$ cat config.mk
export PLATFORM = sky130hd
export DESIGN_NAME = al_accel_elw_wb
export DESIGN_NICKNAME = d
export VERILOG_FILES = /design/src/rtl/al_accel_pkg.sv /design/src/rtl/al_accel_wb_fifo.sv /design/src/rtl/al_accel_elw_wb.sv
export SDC_FILE = /design/constraint.sdc
export NUM_CORES = 1
export LEC_CHECK = 0
export ABC_AREA = 1
export BUFFER_PORTS_ARGS = -buffer_cell sky130_fd_sc_hd__buf_2
export CORE_MARGIN = 5
export CORE_UTILIZATION = 59
export DETAILED_ROUTE_END_ITERATION = 8
export GPL_ROUTABILITY_DRIVEN = 0
export PLACE_DENSITY = 0.8
export SLEW_MARGIN = 20
export SYNTH_ARGS = -nofsm -noshare
export SYNTH_HDL_FRONTEND = slang
export SYNTH_SLANG_ARGS = --single-unit
$ cat constraint.sdc
create_clock -name clk -period 9.05 [get_ports clk]
set_input_delay 1.3575 -clock clk [delete_from_list [all_inputs] [get_ports clk]]
set_output_delay 1.3575 -clock clk [all_outputs]
set_load 0.02 [all_outputs]
$ cat src/rtl/al_accel_pkg.sv
// Shared definitions for the accelerator write-back path.
// Latency: n/a (types, constants and a helper only).
// Backpressure: n/a.
package al_accel_pkg;

    // Result bytes packed into one memory word.
    localparam int BYTES_PER_WORD = 4;

    // Write-back sequencer states.
    typedef enum logic [2:0] {
        WB_IDLE  = 3'd0,
        WB_PACK  = 3'd1,
        WB_FLUSH = 3'd2,
        WB_DRAIN = 3'd3,
        WB_DONE  = 3'd4
    } wb_state_t;

    // Strobes for a partial word holding 'lanes' valid low-order bytes.
    function automatic logic [3:0] partial_strb(input logic [1:0] lanes);
        logic [3:0] strb;
        case (lanes)
            2'd0:    strb = 4'b0000;
            2'd1:    strb = 4'b0001;
            2'd2:    strb = 4'b0011;
            default: strb = 4'b0111;
        endcase
        return strb;
    endfunction

endpackage

$ cat src/rtl/al_accel_wb_fifo.sv
// Packed-word FIFO between the byte packer and the memory write port.
// Latency: a push is visible at head_o / empty_o on the cycle after the push edge.
// Backpressure: full_o high refuses pushes; pops of an empty FIFO are ignored.
// Ports: clk/rst; push_i + push_dat_i write; pop_i consumes head_o;
//        full_o/empty_o registered flags; cnt_o current occupancy.
module al_accel_wb_fifo #(
    parameter int DEPTH = 4,
    parameter int W     = 36
) (
    input  logic                   clk,
    input  logic                   rst,
    input  logic                   push_i,
    input  logic [W-1:0]           push_dat_i,
    input  logic                   pop_i,
    output logic [W-1:0]           head_o,
    output logic                   full_o,
    output logic                   empty_o,
    output logic [$clog2(DEPTH):0] cnt_o
);
    localparam int PW = $clog2(DEPTH);

    logic [W-1:0]  mem_q [DEPTH];
    logic [PW-1:0] wr_ptr_q;
    logic [PW-1:0] rd_ptr_q;
    logic [PW:0]   cnt_q;
    logic [PW:0]   cnt_d;
    logic          full_q;
    logic          empty_q;
    logic          push_ok;
    logic          pop_ok;

    assign push_ok = push_i & ~full_q;
    assign pop_ok  = pop_i & ~empty_q;

    always_comb begin
        cnt_d = cnt_q;
        if (push_ok && !pop_ok) begin
            cnt_d = cnt_q + (PW+1)'(1);
        end else if (pop_ok && !push_ok) begin
            cnt_d = cnt_q - (PW+1)'(1);
        end
    end

    always_ff @(posedge clk or posedge rst) begin
        if (rst) begin
            for (int i = 0; i < DEPTH; i++) begin
                mem_q[i] <= '0;
            end
            wr_ptr_q <= '0;
            rd_ptr_q <= '0;
            cnt_q    <= '0;
            full_q   <= 1'b0;
            empty_q  <= 1'b1;
        end else begin
            if (push_ok) begin
                mem_q[wr_ptr_q] <= push_dat_i;
                wr_ptr_q        <= wr_ptr_q + PW'(1);
            end
            if (pop_ok) begin
                rd_ptr_q <= rd_ptr_q + PW'(1);
            end
            cnt_q   <= cnt_d;
            full_q  <= (cnt_d == (PW+1)'(DEPTH));
            empty_q <= (cnt_d == '0);
        end
    end

    assign head_o  = mem_q[rd_ptr_q];
    assign full_o  = full_q;
    assign empty_o = empty_q;
    assign cnt_o   = cnt_q;

endmodule

$ cat src/rtl/al_accel_elw_wb.sv
// Packs element-wise result bytes little-endian into 32-bit words and writes them to memory.
// Latency: 4th byte accepted at edge N -> mem_valid in cycle N+1; done the cycle after the last write.
// Backpressure: elew_do_rdy drops when the FIFO is full and the next byte would complete a word.
// Ports: cfg_start/cfg_base_addr/cfg_num_bytes job setup; elew_do_* byte stream in;
//        mem_* native write bus out; busy level and done pulse to the controller.
module al_accel_elw_wb
    import al_accel_pkg::*;
#(
    parameter int FIFO_DEPTH = 4,
    parameter int CNT_W      = 16
) (
    input  logic             clk,
    input  logic             rst,
    input  logic             cfg_start,
    input  logic [31:0]      cfg_base_addr,
    input  logic [CNT_W-1:0] cfg_num_bytes,
    input  logic             elew_do_vld,
    input  logic [7:0]       elew_do,
    output logic             elew_do_rdy,
    output logic             mem_valid,
    output logic [31:0]      mem_addr,
    output logic [31:0]      mem_wdata,
    output logic [3:0]       mem_wstrb,
    input  logic             mem_ready,
    output logic             busy,
    output logic             done
);
    localparam int WORD_W = 8 * BYTES_PER_WORD;
    localparam int FIFO_W = WORD_W + BYTES_PER_WORD;
    localparam int CW     = $clog2(FIFO_DEPTH) + 1;

    wb_state_t         state_q, state_d;
    logic [1:0]        lane_q, lane_d;
    logic [CNT_W-1:0]  rem_q, rem_d;
    logic [WORD_W-1:0] asm_q, asm_d;
    logic [31:0]       addr_q, addr_d;

    logic              push;
    logic [FIFO_W-1:0] push_dat;
    logic [FIFO_W-1:0] fifo_head;
    logic              fifo_full;
    logic              fifo_empty;
    logic [CW-1:0]     fifo_cnt;
    logic              accept;
    logic              pop;

    al_accel_wb_fifo #(
        .DEPTH (FIFO_DEPTH),
        .W     (FIFO_W)
    ) u_fifo (
        .clk        (clk),
        .rst        (rst),
        .push_i     (push),
        .push_dat_i (push_dat),
        .pop_i      (pop),
        .head_o     (fifo_head),
        .full_o     (fifo_full),
        .empty_o    (fifo_empty),
        .cnt_o      (fifo_cnt)
    );

    // Bytes in lanes 0..2 only sit in the assembly register, so they may be
    // taken while the FIFO is full; only the word-completing byte must wait.
    assign elew_do_rdy = (state_q == WB_PACK) && (rem_q != '0) &&
                         !(fifo_full && (lane_q == 2'd3));
    assign accept      = elew_do_vld & elew_do_rdy;

    assign mem_valid = ~fifo_empty;
    assign pop       = mem_valid & mem_ready;
    assign mem_addr  = addr_q;
    // Stale FIFO contents are hidden while no write is offered.
    assign mem_wdata = mem_valid ? fifo_head[WORD_W-1:0] : '0;
    assign mem_wstrb = mem_valid ? fifo_head[FIFO_W-1:WORD_W] : '0;

    assign busy = (state_q != WB_IDLE);
    assign done = (state_q == WB_DONE);

    always_comb begin
        state_d  = state_q;
        lane_d   = lane_q;
        rem_d    = rem_q;
        asm_d    = asm_q;
        addr_d   = addr_q;
        push     = 1'b0;
        push_dat = '0;

        if (pop) begin
            addr_d = addr_q + 32'd4;
        end

        case (state_q)
            WB_IDLE: begin
                if (cfg_start) begin
                    addr_d  = cfg_base_addr & 32'hFFFF_FFFC;
                    rem_d   = cfg_num_bytes;
                    lane_d  = 2'd0;
                    asm_d   = '0;
                    state_d = (cfg_num_bytes == '0) ? WB_DONE : WB_PACK;
                end
            end
            WB_PACK: begin
                if (accept) begin
                    asm_d[{lane_q, 3'b000} +: 8] = elew_do;
                    lane_d = lane_q + 2'd1;
                    rem_d  = rem_q - CNT_W'(1);
                    if (lane_q == 2'd3) begin
                        // Completed word goes out on the same edge, incoming byte included.
                        push     = 1'b1;
                        push_dat = {4'hF, elew_do, asm_q[23:0]};
                        asm_d    = '0;
                    end
                    if (rem_q == CNT_W'(1)) begin
                        state_d = (lane_q == 2'd3) ? WB_DRAIN : WB_FLUSH;
                    end
                end else if (rem_q == '0) begin
                    state_d = (lane_q == 2'd0) ? WB_DRAIN : WB_FLUSH;
                end
            end
            WB_FLUSH: begin
                if (!fifo_full) begin
                    push     = 1'b1;
                    push_dat = {partial_strb(lane_q), asm_q};
                    asm_d    = '0;
                    lane_d   = 2'd0;
                    state_d  = WB_DRAIN;
                end
            end
            WB_DRAIN: begin
                // Leave on the edge that retires the final word so done follows it directly.
                if (fifo_empty || (pop && (fifo_cnt == CW'(1)))) begin
                    state_d = WB_DONE;
                end
            end
            WB_DONE: begin
                state_d = WB_IDLE;
            end
            default: begin
                state_d = WB_IDLE;
            end
        endcase
    end

    always_ff @(posedge clk or posedge rst) begin
        if (rst) begin
            state_q <= WB_IDLE;
            lane_q  <= 2'd0;
            rem_q   <= '0;
            asm_q   <= '0;
            addr_q  <= '0;
        end else begin
            state_q <= state_d;
            lane_q  <= lane_d;
            rem_q   <= rem_d;
            asm_q   <= asm_d;
            addr_q  <= addr_d;
        end
    end

endmodule

==> flow_summary_export.csv <==
group,metric,value,unit
yosys,synthFlopType,"dfrtp_1",
clock_network,numCtsBuffers,25,
yosys,synthAdderAreaFrac,1.64,%
power_and_ir_drop,intPower,2530,uW
drt,wl_per_cell,15.6,um
setup_path,r2r_setup_slack,5810,ps
sta,finClkSkew,17.6,ps
die,dieWidth,154,um
sta,fin_crit,3890,ps
finish,num-nets-final,1682,
sta,finalCritPeriodShare,43.0,%
power_and_ir_drop,switchingPower,2010,uW
power_and_ir_drop,power_frac_seq,33.0,%
setup_path,critPathMaxFanout,25,
setup_path,required,7690,ps
clock_network,clockBufferDepth,3,
yosys,synth_top_family_by_area,"simple AND/OR/NAND/NOR gates",
die,fp-row-count,52,
worst_hold_path,hold_path.class,"flip-flop to flip-flop",
yosys,synth.area.mux_share,0,%
power_and_ir_drop,leakage,0.00616,uW
drt,drt_wl_total,29.6,mm
finish,fin_util,67.4,%
setup_path,reg2reg_from,"state_q[1]$_DFFE_PP0P_",
clock_network,cts_resized,0,
setup_path,ff2ff_path_depth,8,
finish,layout_commonest_cell,"o21ai_0",
setup_path,crit_path_end,"elew_do_rdy",
die,die_h,154,um
job,cap_violations,0,
yosys,seq_area_frac_synth,48.5,%
global_routing,grt_pass1_vias,10123,
yosys,yosys_warnings,0,
yosys,yosys_register_bits,236,
yosys,syn_inst,1522,
sta,slew_headroom,34.4,%
sta,fmax,257,MHz
finish,final_layout_size_suffix_gt1_share,15.1,%
sta,finalSetupViolCount,0,
yosys,synthArstFlopShare,100,%
yosys,yosys.area_share.simple,21.8,%
global_routing,antenna_found_initial,5,
global_routing,grt_first_pass_wirelength,49.8,mm
clock_network,root_buffer,"clkbuf_16",
setup_path,regToRegEndpoint,"u_fifo.mem_q[118]$_DFFE_PP0P_",
clock_network,cts_tree,"yes",
sta,report.final.slew_viol_count,0,
drt,drtAntennaViolNets,0,
yosys,synth-xor-area-share,2.16,%
setup_path,critPathKind,"flip-flop to output pin",
drt,vias,10528,
worst_hold_path,whs_path_depth,2,
power_and_ir_drop,powerDensity,332,nW/um2
placed_design,numPortBuffers,128,
global_routing,grtUsageTotal,24.8,%
power_and_ir_drop,swShare,44.4,%
yosys,mappedNetlistArea,12200,um2
yosys,synth-compound-area-share,17.5,%
drt,drc_errors,0,
clock_network,cts_setup_buffers,0,
clock_network,clk_pin_slew,60,ps
sta,tns,0,ps
setup_path,worstSetupStartpoint,"state_q[1]$_DFFE_PP0P_",
global_routing,overflow,0,
drt,dr.pass1.iters,5,
setup_path,worstSetupStartpointType,"flip-flop",
sta,finalHoldViolations,0,
yosys,avgSynthCellArea,8.01,um2
setup_path,cp.arrival,2530,ps
die,start_util,60.0,%
finish,layout_common_cells,"278 x o21ai_0, 271 x nand2_1, 234 x dfrtp_1, 158 x nor2_1, 152 x inv_1",
clock_network,numClockSinks,236,
yosys,synth_edf_count,0,
clock_network,ctsHoldBuffers,0,
global_routing,grt_max_degree,86,
clock_network,h-tree-depth,1,
clock_network,insertion_delay,520,ps
power_and_ir_drop,p_clk_share,23.2,%
sta,rsz0062_at_grt,"no",
power_and_ir_drop,power_frac_comb,43.8,%
die,io_pins,133,
status,status,"complete, no violations",
drt,drtIter0Drc,842,
die,core_region_area,20300,um2
yosys,ys_types,51,
finish,area_delta_synth_final,12.3,%
drt,avgViaCountPerCell,5.56,
placed_design,dp.final_hpwl,19.0,mm
die,die_area,23600,um2
sta,tightest_slew,984,ps
power_and_ir_drop,ir_drop,0.000226,V
setup_path,cp-end-kind,"output pin",
registers in the layout, indices dropped and copies added (netlist names):
register and count:
u_fifo.rd_ptr_q 2, asm_q 32, u_fifo.empty_o 1, mem_addr 30, u_fifo.wr_ptr_q 2, u_fifo.cnt_o 3, lane_q 2, rem_q 16
state_q 3, u_fifo.full_o 1, u_fifo.mem_q 144
area by class of cell:
class	instances	area, um2
clock inverter	10	140
clock buffer	34	709
antenna	1	2.50
tap	270	338
fill	1691	6610
multi-input combinational	1043	5270
sequential	236	5910
inverter	163	622
timing repair buffer	136	701
power groups by stage:
stage	combinational, uW	sequential (uW)	clock (uW)
2_1_floorplan	1450	1530	0
3_3_place_gp	1930	1500	0
3_5_place_dp	1980	1510	0
4_1_cts	1990	1500	1060
5_1_grt	2230	1530	1110
6_report	1990	1500	1050
cells by family after synthesis:
group / Yosys count
AOI/OAI and AO/OA: 413
DFF: 236
other: 1
and+or+nand+nor: 582
adders and majority gates: 16
buffers and inverters: 244
xor gates and xnor gates: 30
worst min-delay path by stage:
stage | slack (ps) | endpoint | start
final | 480 | u_fifo.mem_q[12]$_DFFE_PP0P_ | u_fifo.mem_q[12]$_DFFE_PP0P_
after global routing | 500 | asm_q[25]$_DFFE_PP0P_ | asm_q[25]$_DFFE_PP0P_
after floorplan | 450 | u_fifo.mem_q[0]$_DFFE_PP0P_ | u_fifo.mem_q[0]$_DFFE_PP0P_
after global placement | 460 | u_fifo.mem_q[6]$_DFFE_PP0P_ | u_fifo.mem_q[6]$_DFFE_PP0P_
after CTS | 480 | u_fifo.mem_q[10]$_DFFE_PP0P_ | u_fifo.mem_q[10]$_DFFE_PP0P_
after detailed placement | 470 | u_fifo.mem_q[24]$_DFFE_PP0P_ | u_fifo.mem_q[24]$_DFFE_PP0P_
synth_stat cells, drive strengths merged, types with 5 or more instances:
cell | count | area share [%]
clkbuf | 53 | 1.7
ha | 16 | 1.6
buf | 28 | 1.6
a21oi | 101 | 4.1
nand2 | 283 | 9.2
nand3 | 52 | 2.2
nor2 | 187 | 7.3
dfrtp | 235 | 48
nor4 | 7 | 0.36
o21ai | 290 | 12
xor2 | 21 | 1.5
nor3 | 23 | 1.0
nand4 | 21 | 1.3
a31oi | 5 | 0.26
or2 | 7 | 0.36
inv | 161 | 5.0
xnor2 | 9 | 0.65
worst max-delay path, cell delays in order (launching register included):
cell,delay [ps]
dfrtp_1,370
inv_1,130
nand3_2,460
inv_2,550
nand2_1,100
nor2_1,180
buf_2,210
through the flow:
step	cells	hold slack (ps)	setup slack, ps	instance area (um2)	total power [uW]
2_1_floorplan	1523	448	1220	12200	2990
3_3_place_gp	1848	460	5520	12800	3430
3_5_place_dp	1848	468	5530	12800	3490
4_1_cts	1892	482	5170	13700	4550
5_1_grt	1893	496	4980	13700	4870
6_report	1893	476	5160	13700	4540
layer usage:
| layer | GRT usage (%) | wire length (um) | part of all wire [%] | vias up |
|---|---|---|---|---|
| met3 | 4.78 | 2170 | 7.3 | 74 |
| met5 | 0 | 42 | 0.14 | - |
| met2 | 39.5 | 13600 | 46 | 364 |
| li1 | - | - | - | 5128 |
| met1 | 34.9 | 13000 | 44 | 4954 |
| met4 | 7.44 | 832 | 2.8 | 8 |
(Power assumes the default switching activity.)
